## config.mk

```make
export PLATFORM = sky130hd
export DESIGN_NAME = serial_adder_ctrl_flat
export DESIGN_NICKNAME = d
export VERILOG_FILES = /design/src/rtl/serial_adder_ctrl_if.sv /design/src/rtl/serial_adder_ctrl.sv /design/src/flat_wrapper.sv
export SDC_FILE = /design/constraint.sdc
export NUM_CORES = 1
export LEC_CHECK = 0
export ABC_AREA = 0
export CAP_MARGIN = 30
export CORE_UTILIZATION = 46
export CTS_CLUSTER_DIAMETER = 120
export DETAILED_ROUTE_END_ITERATION = 7
export GPL_ROUTABILITY_DRIVEN = 0
export PLACE_DENSITY = 0.75
export SETUP_SLACK_MARGIN = 0.02
export SYNTH_ARGS = -nofsm -noshare
export SYNTH_HDL_FRONTEND = slang
export SYNTH_HIERARCHICAL = 1
export SYNTH_SLANG_ARGS = --single-unit
```

## constraint.sdc

```tcl
create_clock -name clk -period 2.5 [get_ports clk]
set_input_delay 0.5 -clock clk [delete_from_list [all_inputs] [get_ports clk]]
set_output_delay 0.5 -clock clk [all_outputs]
set_load 0.005 [all_outputs]
```

## src/rtl/serial_adder_ctrl_if.sv

```systemverilog
// serial_adder_ctrl_if: start/busy/done handshake, operands and results of the serial adder
interface serial_adder_ctrl_if #(
    parameter int WIDTH = 8
);
    logic             start;
    logic             op_sub;
    logic [WIDTH-1:0] a;
    logic [WIDTH-1:0] b;
    logic             busy;
    logic             done;
    logic [WIDTH-1:0] result;
    logic             cout;
    logic             overflow;
    logic             zero;
    modport master (
        output start, op_sub, a, b,
        input  busy, done, result, cout, overflow, zero
    );
    modport slave (
        input  start, op_sub, a, b,
        output busy, done, result, cout, overflow, zero
    );
endinterface

```

## src/rtl/serial_adder_ctrl.sv

```systemverilog
// serial_adder_ctrl: bit-serial add/subtract, one full_adder stepped LSB-first per clock
module full_adder (
    input  logic i_a,
    input  logic i_b,
    input  logic i_c,
    output logic o_s,
    output logic o_c
);
    assign o_s = i_a ^ i_b ^ i_c;
    assign o_c = (i_a & i_b) | (i_c & (i_a ^ i_b));
endmodule

module serial_adder_ctrl #(
    parameter int WIDTH = 8
) (
    input  logic                clk,
    input  logic                rst,
    serial_adder_ctrl_if.slave  bus
);
    localparam int CW = (WIDTH > 1) ? $clog2(WIDTH) : 1;
    localparam logic [CW-1:0] LAST = CW'(WIDTH - 1);

    typedef enum logic [1:0] {IDLE, RUN, DONE} state_t;

    state_t           r_state, w_next;
    logic [CW-1:0]    r_cnt;
    logic [WIDTH-1:0] r_a, r_b, r_result, w_res_next;
    logic             r_carry, r_cout, r_ovf, r_zero;
    logic             w_s, w_co, w_last, w_busy, w_done;

    full_adder u_fa (
        .i_a(r_a[r_cnt]),
        .i_b(r_b[r_cnt]),
        .i_c(r_carry),
        .o_s(w_s),
        .o_c(w_co)
    );

    assign w_last = (r_cnt == LAST);

    always_comb begin
        w_res_next        = r_result;
        w_res_next[r_cnt] = w_s;
    end

    always_ff @(posedge clk) begin
        if (rst) r_state <= IDLE;
        else     r_state <= w_next;
    end

    always_comb begin
        w_next = IDLE;
        case (r_state)
            IDLE:    w_next = bus.start ? RUN : IDLE;
            RUN:     w_next = w_last ? DONE : RUN;
            default: w_next = IDLE;
        endcase
    end

    always_comb begin
        w_busy = (r_state == RUN);
        w_done = (r_state == DONE);
    end

    // B is stored pre-inverted and the carry seeded with op_sub, so subtract is a + ~b + 1
    always_ff @(posedge clk) begin
        if (rst) begin
            r_cnt    <= '0;
            r_a      <= '0;
            r_b      <= '0;
            r_carry  <= 1'b0;
            r_result <= '0;
            r_cout   <= 1'b0;
            r_ovf    <= 1'b0;
            r_zero   <= 1'b0;
        end else if (r_state == IDLE && bus.start) begin
            r_a     <= bus.a;
            r_b     <= bus.op_sub ? ~bus.b : bus.b;
            r_carry <= bus.op_sub;
            r_cnt   <= '0;
        end else if (r_state == RUN) begin
            r_result <= w_res_next;
            r_carry  <= w_co;
            if (w_last) begin
                r_cout <= w_co;
                r_ovf  <= r_carry ^ w_co;
                r_zero <= (w_res_next == '0);
                r_cnt  <= '0;
            end else begin
                r_cnt <= r_cnt + CW'(1);
            end
        end
    end

    assign bus.busy     = w_busy;
    assign bus.done     = w_done;
    assign bus.result   = r_result;
    assign bus.cout     = r_cout;
    assign bus.overflow = r_ovf;
    assign bus.zero     = r_zero;
endmodule

```

## src/flat_wrapper.sv

```systemverilog
// flat-port wrapper written by rule: the top's interface ports become plain ports
module serial_adder_ctrl_flat 
#(
    parameter int WIDTH = 8
)
  (clk, rst, bus_start, bus_op_sub, bus_a, bus_b, bus_busy, bus_done, bus_result, bus_cout, bus_overflow, bus_zero);
  serial_adder_ctrl_if #(.WIDTH(WIDTH)) bus_i ();
  input  logic clk;
  input  logic rst;
  input wire logic [$bits(bus_i.start)-1:0] bus_start;
  input wire logic [$bits(bus_i.op_sub)-1:0] bus_op_sub;
  input wire logic [$bits(bus_i.a)-1:0] bus_a;
  input wire logic [$bits(bus_i.b)-1:0] bus_b;
  output wire logic [$bits(bus_i.busy)-1:0] bus_busy;
  output wire logic [$bits(bus_i.done)-1:0] bus_done;
  output wire logic [$bits(bus_i.result)-1:0] bus_result;
  output wire logic [$bits(bus_i.cout)-1:0] bus_cout;
  output wire logic [$bits(bus_i.overflow)-1:0] bus_overflow;
  output wire logic [$bits(bus_i.zero)-1:0] bus_zero;
  assign bus_i.start = bus_start;
  assign bus_i.op_sub = bus_op_sub;
  assign bus_i.a = bus_a;
  assign bus_i.b = bus_b;
  assign bus_busy = bus_i.busy;
  assign bus_done = bus_i.done;
  assign bus_result = bus_i.result;
  assign bus_cout = bus_i.cout;
  assign bus_overflow = bus_i.overflow;
  assign bus_zero = bus_i.zero;
  serial_adder_ctrl #(.WIDTH(WIDTH)) u_core (.clk(clk), .rst(rst), .bus(bus_i));
endmodule
```

== Word level (Yosys, flattened, before mapping) ==
Index checks and enable logic that the tools add are counted.
W data, S select, Z words.
Operators by class
  $add $sub $neg: 1
  bitwise gates (word level): 8
  eq/ne operators: 3
  magnitude comparators: 2
  muxes and demuxes: 14
  reductions and logical operators: 8
Operators by type and width (count)
  $bwmux W8: 1
  $logic_not A8 Y1: 1
  $mux W8: 1
  $not A8 Y8: 1
  $bmux W1 S3: 2
  $mux W1: 6
  $lt A3 B4 Y1 const B: 1
  $pmux W2 S2: 1
  $add A3 B1 Y3 const B: 1
  $demux W1 S3: 1
  $eq A3 B3 Y1 const B: 1
  $ge A3 B1 Y1 const B: 1
  $mux W3: 1
  $reduce_and A3 Y1: 1
  $xor A1 B1 Y1: 3
  $and A1 B1 Y1: 2
  $eq A2 B1 Y1 const B: 1
  $eq A2 B2 Y1 const B: 1
  $logic_and A1 B1 Y1: 2
  $logic_not A2 Y1: 1
  $mux W2: 1
  $reduce_and A2 Y1: 1
  $reduce_bool A2 Y1: 1
  $reduce_or A2 Y1: 1
  2 further kinds: 2
Word-level totals
  bits in registers: 33
  word-level logic and storage cells: 45
  output and inout port bits: 13

== Longest topological paths before layout ==
Gate-level depths: netlist of the first run.
  depth after elaboration: 7
  mapped depth: 12

== Cells and area by module ==
The synthesis of the first run kept the hierarchy.
By module, submodules not included
  serial_adder_ctrl: cells an instance 194, seq. area each 660.6 sq um, times used 1, area each 1722.9 sq um
  full_adder: cells an instance 1, seq. area each 0.0 sq um, times used 1, area each 20.0 sq um

== Least setup slack after synthesis of the first run ==
No wires, ideal clock.
  path kind: reg-to-reg
  start: register u_core.r_cnt[1]
  end: register u_core.r_zero (netlist: u_core/bus.zero)
  arrival time: 2.398 ns
  library setup time: 0.118 ns
  setup slack: -0.016 ns
  cell stages (with the launch flop): 11
  required time: 2.382 ns
  period minus slack after synthesis: 2.516 ns
  buffers on the path: 1
  path through: dfxtp_1 -> mux2_2 -> a22oi_1 -> a21oi_1 -> a211o_1 -> fa_1 -> clkbuf_1 -> o21a_1 -> o32ai_2 -> o2111ai_1 -> o21ai_1
Between the ends
  word-level cells in the longest chain between the ends: 6
  elaborated cells between the ends (all ways): 15
  those cells by class: order compare: 2; eq/ne: 1; mux: 7; bitwise: 2; reduce/logical: 3
RTL lines
  start: declaration: line serial_adder_ctrl.sv:26  | logic [CW-1:0] r_cnt;
  start signal: assignment: line serial_adder_ctrl.sv:90  | r_cnt <= r_cnt + CW'(1);
  $bmux W1 S3 (on tied branches): line serial_adder_ctrl.sv:32, serial_adder_ctrl.sv:33
  $mux W1 (on tied branches): line serial_adder_ctrl.sv:32, serial_adder_ctrl.sv:33
  $xor A1 B1 Y1 (*) (2 in a row): line serial_adder_ctrl.sv:9  | assign o_s = i_a ^ i_b ^ i_c;
  net u_core.w_s: line serial_adder_ctrl.sv:29  | logic w_s, w_co, w_last, w_busy, w_done;
  $bwmux W8 (*): line serial_adder_ctrl.sv:43  | w_res_next[r_cnt] = w_s;
  $logic_not A8 Y1 (*): line serial_adder_ctrl.sv:87  | r_zero <= (w_res_next == '0);
  end signal: assignment: line serial_adder_ctrl.sv:87
  end: declaration: line serial_adder_ctrl.sv:28  | logic r_carry, r_cout, r_ovf, r_zero;
Mark *: on every way through the listed nets, which the timed path passes. The rest lies on a longest branch. The select of a mux whose other input is x is not followed.
A chain may end at the register's enable or synchronous reset.

== Worst setup path after layout of the first run ==
Ends and elaborated chain as after synthesis.

==> results of run 1 <==
[stage by stage]
| stage | power, W | utilization | hold WS, ps |
|---|---|---|---|
| finish | 0.001170 | 0.6371 | 454.3 |
| global route | 0.001225 | 0.6371 | 475.3 |
| CTS | 0.001176 | 0.6291 | 456.5 |
| detailed placement | 0.0007963 | 0.6057 | 447.6 |
| global placement | 0.0007910 | 0.6057 | 443.6 |
| floorplan | 0.0007291 | - | 431.9 |
[cell families (layout without fill, tap and decap cells)]
logic type                 count (synthesis)  count (layout)  share of synthesized area
AOI/OAI and AO/OA                         42              42                     0.1881
buffers and inverters                     16              51                    0.06388
adders and majority gates                  3               3                    0.02584
xor gates and xnor gates                   9               9                    0.04523
and+or+nand+nor                           79              79                     0.2204
muxes                                     13              13                    0.07753
DFF                                       33              33                     0.3790
[sequential cells by signal (all words and copies together), names as in the netlist]
name                 flops
u_core/bus.cout          1
u_core/bus.overflow      1
u_core/bus.result        8
u_core/bus.zero          1
u_core/r_a               8
u_core/r_b               8
u_core/r_carry           1
u_core/r_cnt             3
u_core/r_state           2
[path summary, 6_finish.rpt]
check | startpoint | to | slack, ps
worst min-delay path | u_core/r_a[2] | u_core/r_a[2] | 450
worst min register to register | u_core/r_a[2] | u_core/r_a[2] | 450
worst max register to register | u_core/r_cnt[1] | u_core/bus.zero | 150
worst max-delay path | u_core/r_cnt[1] | u_core/bus.zero | 150
[placed cells by master, fill, tap and decap left out, types with 2 or more instances in the layout]
| cell type | n |
|---|---|
| nand2b_1 | 2 |
| dfxtp_2 | 2 |
| nor3_1 | 6 |
| o32ai_2 | 2 |
| o21ai_0 | 4 |
| dfxtp_1 | 30 |
| a211oi_2 | 9 |
| clkbuf_8 | 5 |
| buf_6 | 2 |
| mux2i_1 | 9 |
| nand3_1 | 2 |
| xnor2_1 | 8 |
| clkdlybuf4s50_1 | 32 |
| nand3b_1 | 4 |
| ha_1 | 2 |
| a21oi_1 | 17 |
| nand2_1 | 24 |
| clkbuf_1 | 3 |
| nor3_2 | 3 |
| buf_4 | 7 |
| nor2_1 | 28 |
| mux2_1 | 3 |
[per-layer routing]
| metal | global-route usage | wire length [um] | up-vias |
|---|---|---|---|
| met4 | 0.09091 | 70 | 0 |
| met1 | 0.2265 | 1574 | 661 |
| li1 | - | - | 746 |
| met3 | 0.04529 | 125 | 7 |
| met2 | 0.2912 | 1541 | 33 |
| met5 | 0 | 0 | - |
[area by class of cell]
| cell class | count | area [sq um] | area share |
|---|---|---|---|
| Clock buffer | 8 | 80.08 | 0.03624 |
| Inverter | 1 | 3.754 | 0.001699 |
| Multi-Input combinational cell | 146 | 985.9 | 0.4462 |
| Sequential cell | 33 | 666.9 | 0.3018 |
| Tap cell | 46 | 57.56 | 0.02605 |
| Timing Repair Buffer | 42 | 415.4 | 0.1880 |
[Yosys cell counts (2+ instances only)]
master and instances:
nand2_1 24, ha_1 2, nand2b_1 2, a22oi_1 2
buf_4 3, a211oi_2 9, o32ai_2 2, nor3_2 3
clkbuf_1 4, nor2_1 28, dfxtp_1 33, nor3_1 6
nand3_1 2, mux2i_1 9, xnor2_1 8, mux2_1 3
nand3b_1 4, a21oi_1 17, buf_6 5, o21ai_0 4
[worst max-delay path: cells and delay by family, from the launching register on]
kind	cells	cell delay [ps]
AOI/OAI and AO/OA	6	820
adders and majority gates	1	460
and+or+nand+nor	1	330
muxes	1	310
DFF	1	370
[power groups by stage]
stage          Clock, W  Sequential (W)  Combinational [W]
2_1_floorplan         0        0.000576           0.000153
5_1_grt        0.000409        0.000571           0.000245
4_1_cts        0.000391        0.000568           0.000217
3_5_place_dp          0        0.000580           0.000216
6_report       0.000380        0.000569           0.000221
3_3_place_gp          0        0.000580           0.000211
[repair_timing]
item | CTS | global route
resized for setup | 1 | 8
endpoints found under the hold margin | 0 | 0
setup endpoints to repair | 1 | 1
pin swaps | 0 | 2
==> results.json, run 1 <==
{
  "cts_num_sinks": 33,
  "design.final.nets": 252,
  "timing_hold_violations_final": 0,
  "synthesis.area_sq_um": 1743,
  "power_frac_seq": 0.486,
  "worst_hold_path.num_cells": 2,
  "synth_edf_count": 0,
  "total_leakage_power_nw": 0.7956,
  "worst_setup_path_end_kind": "register",
  "final_cell_area_sq_um": 2210,
  "first_pass_grt_wire_length_um": 5816,
  "tightest_slew_ps": 490.5,
  "r2r.worst_path.cells": 9,
  "via_count_of_the_first_global_routing_pass": 1342,
  "setup.worst_path.start_class": "register",
  "drc": 0,
  "yosys.cell_types.count": 45,
  "critPathMaxStageDelay_ps": 460,
  "ctsHtreeMaxLevel": 2,
  "path_class": "register to register",
  "timing.final.crit_share": 0.9397,
  "synth_top_flop_cell": "dfxtp_1",
  "netlist_top_cells_area": "dfxtp_1, a211oi_2, nor2_1",
  "p_sw_frac": 0.2646,
  "detailroute.via_count": 1447,
  "synth-warning-count": 6,
  "die_area_sq_um": 4039,
  "required_ps": 2720,
  "fin_tns_setup_ps": 0,
  "timing.critical_path.cells": "mux2_4, a22oi_2, a21oi_1, a211o_1, fa_1, or3_1, o32ai_2, o2111ai_1, o21ai_1",
  "arrival_time_of_the_worst_setup_path_ps": 2570,
  "hold_class": "register to register",
  "gr-usage-all-layers": 0.1827,
  "global_route.overflow_total": 0,
  "design.portCount": 33,
  "clock_tree.root_cell": "clkbuf_8",
  "path_clk_slew_ps": 60,
  "synth.top_cell.area_share": 0.3790,
  "post_dp_cell_area_sq_um": 2101,
  "initial_utilization": 0.5025,
  "numPlacedInstances": 268,
  "timing_max_transition_violations_final": 0,
  "cell_type_contributing_the_most_total_cell_area_after_synthesis": "dfxtp_1",
  "p_comb_frac": 0.189,
  "antenna_violating_nets_post_route": 0,
  "drt_wl_total_um": 3311,
  "worst_skew_pair.late_latency_ps": 280,
  "die-height_um": 63.56,
  "final-setup-viol-count": 0,
  "area_growth_syn_to_layout_pct": 26.78,
  "post-dp-hpwl_um": 2440,
  "cts.hold.buffers_added": 0,
  "power_per_cell_area_nw_per_um2": 529.3,
  "max-cap-violations": 0,
  "io_buffer_count": 32,
  "fin_crit_ps": 2349,
  "avgSynthCellArea_sq_um": 8.938,
  "firstDrtPassIters": 4,
  "floorplan.rows": 21,
  "post_route_cells_drive_above_1_share": 0.1739,
  "pre_cts_ws_ps": 4.891,
  "stdcell_count": 276,
  "tritoncts_clock_tree": "built",
  "antenna_violations_before_repair": 0,
  "grt_setup_unrepaired": "yes",
  "timing.critical_path.fanout_max": 5,
  "buffer_count_from_post_cts_setup_fixing": 0,
  "antenna_diode_count": 0,
  "maximum_resistive_drop_on_vdd_uv": 305.2,
  "drt_iter0_markers": 71,
  "vias_per_cell": 5.243,
  "grt_start_max_net_pins": 26,
  "cts_made_buffers": 5,
  "slowest_stage": "fa_1",
  "cell_internal_pwr_w": 0.0008601,
  "clockPowerShare": 0.325,
  "count_of_state_elements_after_synthesis": 33,
  "status": "completed",
  "chipWidth_um": 63.56,
  "wire_per_inst_um": 12.00,
  "synthArstFlopShare": 0,
  "syn_nets": 218,
  "core_sq_um": 3468,
  "final.setup.worst_slack_ps": 150.8,
  "ys_seq_area_frac": 0.3790,
  "timing.max_slew.rel_slack": 0.6720,
  "netlist_instances": 195,
  "layout.filler_cells": 310,
  "p_sw_w": 0.0003095,
  "clock-skew-final_ps": 5.095,
  "clk_path_buf_depth": 2,
  "max_freq_mhz": 425.7
}
(Power assumes the default switching activity.)
==> run 2: changes to the inputs <==
- CAP_MARGIN: 30 -> 10
- CORE_UTILIZATION: 46 -> 60
- DONT_BUFFER_PORTS: default -> 1
- PLACE_DENSITY: 0.75 -> 0.76
- clock period: 2.5 -> 2.95 ns (I/O delays scaled with it)
==> results.json, run 2 (synthesis gave the netlist of run 1 again) <==
{
  "power_per_cell_area_nw_per_um2": 487.1,
  "grt_start_max_net_pins": 34,
  "worst_hold_path.num_cells": 1,
  "power_frac_seq": 0.560,
  "drt_wl_total_um": 3414,
  "arrival_time_of_the_worst_setup_path_ps": 2880,
  "critPathMaxStageDelay_ps": 660,
  "critical_path_depth": 9,
  "design.portCount": 33,
  "regToRegEndpoint": "u_core/bus.zero",
  "core_sq_um": 2758,
  "post_route_cells_drive_above_1_share": 0.1598,
  "total_leakage_power_nw": 0.6332,
  "first_element_of_the_critical_path": "u_core/r_cnt[2]",
  "p_comb_frac": 0.162,
  "design.final.nets": 216,
  "post-dp-hpwl_um": 2465,
  "initial_utilization": 0.6320,
  "timing_max_transition_violations_final": 0,
  "ff2ff_setup_slack_ps": 340,
  "r2r.worst_path.cells": 9,
  "clk_path_buf_depth": 2,
  "detailroute.via_count": 1350,
  "final.setup.worst_slack_ps": 335.1,
  "post_cts.resized_instances": 0,
  "p_sw_frac": 0.2756,
  "die-height_um": 55.90,
  "status": "completed",
  "timing.final.crit_share": 0.8864,
  "drt_iter0_markers": 43,
  "vias_per_cell": 6.000,
  "chipWidth_um": 55.90,
  "cts_num_sinks": 33,
  "drc": 0,
  "worst_setup_path_end_kind": "register",
  "area_growth_syn_to_layout_pct": 1.436,
  "pre_cts_ws_ps": 361.6,
  "path_class": "register to register",
  "clock-skew-final_ps": 9.967,
  "worst-path-buf-inv": 0,
  "slowest_stage": "dfxtp_1",
  "floorplan.rows": 19,
  "timing.critical_path.fanout_max": 16,
  "clockPowerShare": 0.278,
  "fin_tns_setup_ps": 0,
  "cts.hold.buffers_added": 0,
  "timing.max_slew.rel_slack": 0.3535,
  "cts_made_buffers": 5,
  "via_count_of_the_first_global_routing_pass": 1336,
  "tritoncts_clock_tree": "built",
  "setup.worst_path.start_class": "register",
  "io_buffer_count": 0,
  "cell_internal_pwr_w": 0.0006238,
  "cp-endpoint": "u_core/bus.zero",
  "worst_path_dominant_cell_family": "compound AO/OA/AOI/OAI gates",
  "p_sw_w": 0.0002373,
  "maximum_resistive_drop_on_vdd_uv": 392.6,
  "mostFrequentLayoutCells": "dfxtp_1, nor2_1, nand2_1",
  "antenna_violations_before_repair": 0,
  "critical_path.reg2reg.startpoint": "u_core/r_cnt[2]",
  "required_ps": 3220,
  "fin_crit_ps": 2615,
  "ctsHtreeMaxLevel": 2,
  "antenna_violating_nets_post_route": 0,
  "path_clk_slew_ps": 100,
  "die_area_sq_um": 3124,
  "wire_per_inst_um": 15.17,
  "buffer_count_from_post_cts_setup_fixing": 0,
  "final_common_cell": "dfxtp_1",
  "max_freq_mhz": 382.4,
  "fin_util": 0.6411,
  "timing_hold_violations_final": 0,
  "hold_class": "primary input to register",
  "max-cap-violations": 0,
  "global_route.overflow_total": 0,
  "timing.critical_path.cells": "nor2_2, a22oi_1, a21oi_1, a211o_1, fa_1, or3_1, o32ai_2, o2111ai_1, o21ai_1",
  "grt_setup_unrepaired": "no",
  "worst_skew_pair.late_latency_ps": 330,
  "firstDrtPassIters": 4,
  "tightest_slew_ps": 969.8,
  "gr-usage-all-layers": 0.2383,
  "antenna_diode_count": 0,
  "clock_tree.root_cell": "clkbuf_4",
  "first_pass_grt_wire_length_um": 5796,
  "final-setup-viol-count": 0
}
==> run 2: cell count changes in the layout (fill, tap and decap cells not counted), moves of 2 or more <==
cell / before / now
clkbuf_4: 0 / 5
buf_6: 2 / 0
clkdlybuf4s50_1: 32 / 0
clkbuf_8: 5 / 0
dfxtp_1: 30 / 33
dfxtp_2: 2 / 0
==> run 2: layout make-up <==
cell class	instances	area (sq um)
Timing Repair Buffer	6	45.04
Multi-Input combinational cell	146	970.9
Inverter	1	3.754
Sequential cell	33	660.6
Fill cell	244	989.7
Clock buffer	8	48.80
Tap cell	31	38.79
==> run 2: worst reg2reg max path: cells and delay by family, from the launching register on <==
kind / cells / cell delay [ps]
adder cells (fa/ha/maj): 1 / 500
AND/OR/NAND/NOR: 2 / 470
AO/OA/AOI/OAI: 6 / 930
flip-flops: 1 / 660
==> run 2: per-layer routing <==
layer / vias to the layer above / wire, um / global-route usage
met1: 630 / 1547 / 0.2910
li1: 675 / - / -
met5: - / 0 / 0
met4: 0 / 86 / 0.1289
met3: 10 / 171 / 0.05581
met2: 35 / 1608 / 0.3890
==> run 2: worst min-delay path by stage <==
stage / start / endpoint / slack (ps)
2_1_floorplan: u_core/r_a[6] / u_core/r_a[6] / 430
3_3_place_gp: u_core/r_a[2] / u_core/r_a[2] / 440
3_5_place_dp: u_core/r_a[6] / u_core/r_a[6] / 440
4_1_cts: rst / u_core/r_b[2] / 290
5_1_grt: rst / u_core/r_b[0] / 280
6_report: rst / u_core/bus.result[7] / 310
==> run 2: through the flow <==
step                instances  cell area, sq um  hold slack, ps  total power (W)
finish                    225              1768           310.3        0.0008611
global route              225              1768           279.1        0.0009061
CTS                       225              1768           293.8        0.0008703
detailed placement        217              1719           444.8        0.0006312
global placement          217              1719           441.7        0.0006248
floorplan                 195              1743           431.9        0.0006168
==> run 2: power groups by stage <==
stage / sequential, W / combinational, W / clock (W)
floorplan: 0.000488 / 0.000129 / 0
global placement: 0.000492 / 0.000133 / 0
detailed placement: 0.000493 / 0.000138 / 0
CTS: 0.000483 / 0.000138 / 0.000249
global route: 0.000485 / 0.000153 / 0.000267
finish: 0.000483 / 0.000139 / 0.000239
==> run 3: changes to the inputs <==
- CORE_MARGIN: default -> 2
- HOLD_SLACK_MARGIN: default -> 0.03
==> results.json, run 3 (synthesis gave the netlist of run 1 again) <==
{
  "drt_iter0_markers": 68,
  "setup.worst_path.start_class": "register",
  "tritoncts_clock_tree": "built",
  "power_per_cell_area_nw_per_um2": 548.3,
  "grt_start_max_net_pins": 34,
  "clk_path_buf_depth": 2,
  "buffer_count_from_post_cts_setup_fixing": 0,
  "numPlacedInstances": 215,
  "design.portCount": 33,
  "chipWidth_um": 57.90,
  "final-setup-viol-count": 0,
  "path_class": "register to register",
  "io_buffer_count": 0,
  "post_route_cells_drive_above_1_share": 0.1667,
  "vias_per_cell": 6.112,
  "gr-usage-all-layers": 0.2256,
  "timing.max_slew.rel_slack": 0.3335,
  "clock-skew-final_ps": 1.537,
  "die-height_um": 57.90,
  "timing.final.crit_share": 0.9003,
  "drt_wl_total_um": 3468,
  "layout.filler_cells": 240,
  "initial_utilization": 0.6320,
  "area_growth_syn_to_layout_pct": 2.871,
  "global_route.overflow_total": 0,
  "floorplan.rows": 19,
  "tightest_slew_ps": 999.8,
  "stdcell_count": 223,
  "fin_tns_setup_ps": 0,
  "timing_max_transition_violations_final": 0,
  "worst_setup_path_end_kind": "register",
  "fin_crit_ps": 2656,
  "ctsHtreeMaxLevel": 2,
  "path_clk_slew_ps": 100,
  "post-dp-hpwl_um": 2460,
  "timing_hold_violations_final": 0,
  "total_leakage_power_nw": 0.6409,
  "max-cap-violations": 0,
  "wire_per_inst_um": 15.55,
  "cts_num_sinks": 33,
  "maximum_resistive_drop_on_vdd_uv": 463.6,
  "first_pass_grt_wire_length_um": 5802,
  "antenna_violations_before_repair": 0,
  "hold_class": "primary input to register",
  "timing.critical_path.fanout_max": 16,
  "worst_skew_pair.late_latency_ps": 340,
  "post_cts.resized_instances": 0,
  "antenna_diode_count": 0,
  "drc": 0,
  "finalHoldWorstSlack_ps": 303.2,
  "design.final.nets": 214,
  "detailroute.via_count": 1363,
  "clock_tree.root_cell": "clkbuf_4",
  "antenna_violating_nets_post_route": 0,
  "mostFrequentLayoutCells": "dfxtp_1, nor2_1, nand2_1",
  "grt_setup_unrepaired": "no",
  "required_ps": 3230,
  "cts_made_buffers": 5,
  "status": "completed",
  "die_area_sq_um": 3352,
  "core_sq_um": 2758,
  "final_common_cell": "dfxtp_1",
  "firstDrtPassIters": 4,
  "max_freq_mhz": 376.5,
  "cts.hold.buffers_added": 0,
  "arrival_time_of_the_worst_setup_path_ps": 2930,
  "fin_util": 0.6502,
  "via_count_of_the_first_global_routing_pass": 1243
}
run 3: cell types whose count changed in the layout (fill, tap and decap cells not counted), sizes merged:
cell / change
buf: -2
bufinv: +1
clkbuf: -2
clkinvlp: +1
run 3: critical path: stages, from the launching register on:
cell,delay (ps)
dfxtp_1,670
nor2_2,140
a22oi_1,200
a21oi_1,90
a211o_1,270
fa_1,520
or3_1,330
o32ai_2,100
o2111ai_1,140
o21ai_1,130
run 3: worst paths after layout:
kind / startpoint / to / slack (ps) / depth (start not counted)
max reg2reg: u_core/r_cnt[2] / u_core/bus.zero / 290 / 9
min: rst / u_core/bus.result[3] / 300 / 1
max: u_core/r_cnt[2] / u_core/bus.zero / 290 / 9
min reg2reg: u_core/r_a[7] / u_core/r_a[7] / 460 / 2
run 3: power by group:
part           switching [W]  leakage, nW  internal [W]
combinational      0.0000802        0.327     0.0000601
sequential         0.0000153        0.270      0.000467
clock               0.000159       0.0445      0.000201
total               0.000254        0.641      0.000729
run 3: cell type report:
type,instances,area (sq um),share of cell area
clock buffers,6,51.30,0.02861
well taps,31,38.79,0.02163
flip-flops and latches,33,660.6,0.3685
repair buffers,4,30.03,0.01675
multi-input cells,146,970.9,0.5415
inverters,1,3.754,0.002094
clock inverters,2,37.54,0.02094
run 3: metal layers:
metal	part of all wire	track usage	vias up
li1	-	-	671
met1	0.43	0.2798	649
met2	0.50	0.3750	39
met3	0.062	0.07813	4
met4	0.0089	0.05980	0
met5	0	0	-
run 3: stage by stage:
stage	instance area (sq um)	power, W	setup slack [ps]
after floorplan	1743	0.0006168	434.2
after CTS	1793	0.0009900	333.8
after detailed placement	1704	0.0006304	348.8
after global routing	1793	0.001028	170.0
after global placement	1704	0.0006223	445.8
final	1793	0.0009830	294.0
